--- src/rtl/demux_l2_pkg.sv ---
// Shared types for the 2:1 lane de-interleaver.
// Phase encoding, default width and idle fill.
package demux_pkg;

  typedef enum logic {
    PH_LANE0 = 1'b0,
    PH_LANE1 = 1'b1
  } phase_e;

  localparam int DEF_WIDTH = 8;

  localparam logic [DEF_WIDTH-1:0] DATA_IDLE = '0;

endpackage

--- src/rtl/demux_l2.sv ---
// Splits a fast byte lane into two half-rate lanes.
// Optional pair counter enabled by DEMUXL2_CNT_EN.
module demux_l2
  import demux_pkg::*;
#(
  parameter int WIDTH = DEF_WIDTH,
  parameter int CNT_W = 8
) (
  input  logic             clk,
  input  logic             reset,
  input  logic             valid_in,
  input  logic [WIDTH-1:0] data_in,
  output logic             valid_out0,
  output logic [WIDTH-1:0] data_out0,
  output logic             valid_out1,
  output logic [WIDTH-1:0] data_out1,
  output logic             out_stb
`ifdef DEMUXL2_CNT_EN
  ,
  output logic [CNT_W-1:0] pair_cnt
`endif
);

  localparam logic [WIDTH-1:0] IDLE =
    WIDTH'(DATA_IDLE);

  phase_e           phase;
  logic [WIDTH-1:0] hold_data;
  logic             hold_vld;
  logic [WIDTH-1:0] slot_data;

  // Invalid slots carry zero data downstream.
  always_comb begin
    slot_data = valid_in ? data_in : IDLE;
  end

  // Phase FSM: capture lane 0, then emit the pair with lane 1.
  always_ff @(posedge clk) begin
    if (reset) begin
      phase      <= PH_LANE0;
      hold_data  <= IDLE;
      hold_vld   <= 1'b0;
      valid_out0 <= 1'b0;
      data_out0  <= IDLE;
      valid_out1 <= 1'b0;
      data_out1  <= IDLE;
      out_stb    <= 1'b0;
    end else begin
      unique case (phase)
        PH_LANE0: begin
          hold_data <= slot_data;
          hold_vld  <= valid_in;
          out_stb   <= 1'b0;
          phase     <= PH_LANE1;
        end
        PH_LANE1: begin
          data_out0  <= hold_data;
          valid_out0 <= hold_vld;
          data_out1  <= slot_data;
          valid_out1 <= valid_in;
          out_stb    <= 1'b1;
          phase      <= PH_LANE0;
        end
        default: begin
          phase <= PH_LANE0;
        end
      endcase
    end
  end

`ifdef DEMUXL2_CNT_EN
  // Saturating count of pairs where both lanes were valid.
  always_ff @(posedge clk) begin
    if (reset) begin
      pair_cnt <= '0;
    end else if (phase == PH_LANE1 &&
                 hold_vld && valid_in &&
                 pair_cnt != '1) begin
      pair_cnt <= pair_cnt + CNT_W'(1);
    end
  end
`else
  logic unused_cnt_w;
  assign unused_cnt_w = ^CNT_W;
`endif

endmodule

--- config.mk ---
export PLATFORM = sky130hd
export DESIGN_NAME = demux_l2
export DESIGN_NICKNAME = d
export VERILOG_FILES = /design/src/rtl/demux_l2_pkg.sv /design/src/rtl/demux_l2.sv
export SDC_FILE = /design/constraint.sdc
export NUM_CORES = 1
export LEC_CHECK = 0
export CORE_AREA = 10 10 59 61
export CTS_BUF_LIST = sky130_fd_sc_hd__clkbuf_8
export CTS_CLUSTER_SIZE = 10
export DETAILED_ROUTE_END_ITERATION = 16
export DIE_AREA = 0 0 69 71
export PLACE_DENSITY_LB_ADDON = 0.2
export SETUP_SLACK_MARGIN = 0.2
export SYNTH_ARGS = -nofsm -noshare
export SYNTH_HDL_FRONTEND = slang
export SYNTH_SLANG_ARGS = --single-unit
--- constraint.sdc ---
create_clock -name clk -period 2.29 [get_ports clk]
set_input_delay 0.229 -clock clk [delete_from_list [all_inputs] [get_ports clk]]
set_output_delay 0.229 -clock clk [all_outputs]
set_load 0.01 [all_outputs]
## Word-level counts from Yosys, hierarchy flattened

Index checks and enable logic that the tools add are counted.

- Register bits: 29
- Bits of input ports: 11
- Output and inout bits: 19
- Logic and storage cells: 12

- Mux-type cells: 3
- Bitwise gates (word level): 1

Operator list:

| operator | count |
|---|---|
| two-way mux 8 bit | 1 |
| one-hot mux 1 bit (2 select lines) | 2 |
| NOT 1 bit | 1 |

## Logic depth before layout (Yosys ltp)

- Depth after elaboration: 2
- Depth in mapped cells: 4
- Mapped depth without buffers: 2

## Least setup slack after synthesis

OpenSTA, ideal clock, no wires.

- Kind: register to register
- Start point: reg phase
- End point: reg hold_data[5]
- Library setup time: 0.073 ns
- Arrival: 0.897 ns
- Data required time: 2.217 ns
- Path slack: 1.320 ns
- Cell stages (with the launch flop): 5
- Buffers on the path: 2
- Clock period less this slack: 0.970 ns
- Cells stage by stage: dfxtp_1 > buf_6 > or2_1 > buf_6 > o22ai_2

RTL lines:

| item | RTL line | source |
|---|---|---|
| start, declared | demux_l2.sv:27 | `phase_e phase;` |
| start signal, assigned | demux_l2.sv:40 | `phase <= PH_LANE0;` |
| start signal, assigned | demux_l2.sv:54 | `phase <= PH_LANE1;` |
| start signal, assigned | demux_l2.sv:62 | `phase <= PH_LANE0;` |
| end signal, assigned | demux_l2.sv:51 | `hold_data <= slot_data;` |
| end, declared | demux_l2.sv:28 | `logic [WIDTH-1:0] hold_data;` |

==> impl_metrics.json <==
{
  "die_h_um": 71,
  "cts_tree": "built",
  "peakVddDrop_mv": 0.574,
  "grt_overflow": 0,
  "max_slew_margin_pct": 67.0,
  "synth_top_family_by_area": "simple AND/OR/NAND/NOR gates",
  "critPathArrivalTime_ns": 1.53,
  "status": "finished clean",
  "syn2layout_area_growth_pct": 36.3,
  "final_util_pct": 57.7,
  "post_cts_buffers": 0,
  "power_mw": 1.01,
  "grt_antenna_before_repair": 0,
  "drt-vias-per-instance": 4.84,
  "critPathMaxFanout": 14,
  "p_leak_nw": 0.505,
  "worstSetupPathType": "in -> reg",
  "grt_util_all_layers_pct": 9.77,
  "finalCriticalPeriod_ns": 1.38,
  "synthXorXnorAreaFrac_pct": 0,
  "synthMuxAreaShare_pct": 0.991,
  "yosysTopAreaCell": "dfxtp_1",
  "start_kind": "input port",
  "register_area_um2": 581,
  "grt_pass1_vias": 848,
  "slowest_stage": "clkdlybuf4s50_1",
  "ys_seq_elements": 29,
  "dieArea_mm2": 0.00490,
  "initial_utilization_pct": 42.3,
  "required_ns": 2.43,
  "worstSetupEndpointType": "register",
  "cts-resized-gates": 0,
  "fill_cells": 249,
  "syn_area_mm2": 0.00101,
  "cts.clk_slew.worst_paths_ns": 0.05,
  "cpPeakStageDelay_ns": 0.78,
  "synth_cell_type_count": 14,
  "insertion_delay_ns": 0.27,
  "max_freq_ghz": 0.725,
  "drcViolationCount": 0,
  "pre_cts_ws_ns": 0.646,
  "num_antenna_cells": 0,
  "cts_max_level": 2,
  "dr.pass1.iters": 4,
  "rsz0062_at_grt": "no",
  "rows": 18,
  "synth_area_leaders": "dfxtp_1 57%, nand2b_1 12%, o22ai_1 8.7%",
  "drive_above_1_share_pct": 6.67,
  "fin_setup_tns_ns": 0,
  "final_cell_mix": "29 x dfxtp_1, 29 x clkdlybuf4s50_1, 19 x nand2b_1, 17 x nand2_1, 14 x o22ai_1",
  "io_pins": 30,
  "synth-simple-area-share_pct": 19.1,
  "tightest_slew_ns": 0.494,
  "gp_congestion": 0.748,
  "synthCells": 105,
  "clockBufferDepth": 2,
  "max-cap-violations": 0,
  "post_synth.cell_area_avg_um2": 9.62,
  "core_area_mm2": 0.00239,
  "setup_viol": 0,
  "portBuffers": 29,
  "yosysTopAreaCellShare_pct": 57.5,
  "slew_violations": 0,
  "ys_seq_area_share_pct": 57.5,
  "finalClockSkew_ns": 0.00216,
  "grt_max_degree": 17,
  "cts_sinks": 29,
  "worstPathCellList": "clkdlybuf4s50_1 > or2_1 > o22ai_2",
  "synth-compound-area-share_pct": 16.1,
  "yosys.area_share.adder_pct": 0,
  "cts_made_buffers": 5,
  "multi_input_area_um2": 365,
  "grt_pass1_wl_um": 3870,
  "synth_warnings": 0,
  "final_nets": 145,
  "min_path_type": "reg -> reg",
  "hold_viol": 0,
  "clock-root-buffer": "clkbuf_8",
  "num_vias": 798,
  "wl_um": 2290,
  "syn_nets": 116,
  "die_w_um": 69,
  "holdBufCountCts": 0,
  "drt_iter0_markers": 30,
  "fin_crit_sh_pct": 60.3,
  "wl_per_cell_um": 13.9,
  "cellPowerDensity_mw_per_mm2": 733,
  "place_hpwl_um": 1670,
  "fin_ws_ns": 0.910,
  "drtAntennaViolNets": 0
}
==> through the flow <==
| stage | hold WS (ns) | std cells | cell area [um^2] |
|---|---|---|---|
| after floorplan | 0.401 | 105 | 1010 |
| final | 0.462 | 165 | 1380 |
| after CTS | 0.463 | 165 | 1380 |
| after global placement | 0.450 | 157 | 1300 |
| after global routing | 0.489 | 165 | 1380 |
| after detailed placement | 0.455 | 157 | 1300 |
==> cell usage after synthesis (all sizes together) <==
master and count:
dfxtp 29, nand2b 19, nand2 17, o22ai 16, a21oi 10, buf 6
clkbuf 3, inv 2, mux2i 1, nor2 1, or2 1
==> critical path: cells and delay by family <==
family	cells	cell delay, ns
buffers and inverters	1	0.78
AO/OA/AOI/OAI	1	0.13
AND/OR/NAND/NOR	1	0.39
==> area by class of cell <==
class / instances / area share [%]
Sequential cell: 29 / 42.2
Multi-Input combinational cell: 65 / 26.5
Timing Repair Buffer: 31 / 22.2
Clock buffer: 5 / 5.00
Tap cell: 30 / 2.73
Clock inverter: 3 / 0.818
Inverter: 2 / 0.545
==> flip-flops by register name, indices dropped and copies added (netlist names) <==
name and count:
valid_out0 1, out_stb 1, phase 1, hold_vld 1, data_out0 8, hold_data 8
valid_out1 1, data_out1 8
==> metal layers <==
| layer | part of all wire (%) | track usage [%] | vias up | routed length, um |
|---|---|---|---|---|
| li1 | - | - | 409 | - |
| met4 | 1.7 | 4.70 | 0 | 38 |
| met5 | 0 | 0 | - | 0 |
| met3 | 7.7 | 6.28 | 4 | 177 |
| met2 | 53 | 16.9 | 18 | 1210 |
| met1 | 38 | 8.76 | 367 | 870 |
==> logic make-up (layout without fill, tap and decap cells) <==
kind of cell	after synthesis	count (layout)
buf+inv	11	41
simple gates	38	38
compound gates	26	26
flops	29	29
mux	1	1
==> power breakdown <==
| part | internal (mW) | switching (mW) | leakage, nW |
|---|---|---|---|
| clock network | 0.201 | 0.169 | 0.0519 |
| registers | 0.525 | 0.0108 | 0.236 |
| logic | 0.0555 | 0.0462 | 0.217 |
==> worst paths after layout <==
| kind | start | endpoint | slack [ns] | cells after the start |
|---|---|---|---|---|
| worst min-delay path | hold_vld | hold_vld | 0.46 | 2 |
| worst min register to register | hold_vld | hold_vld | 0.46 | 2 |
| worst max-delay path | reset | hold_data[6] | 0.91 | 3 |
| worst max register to register | phase | valid_out1 | 1.07 | 3 |
Power figures use the tool's default switching activity.
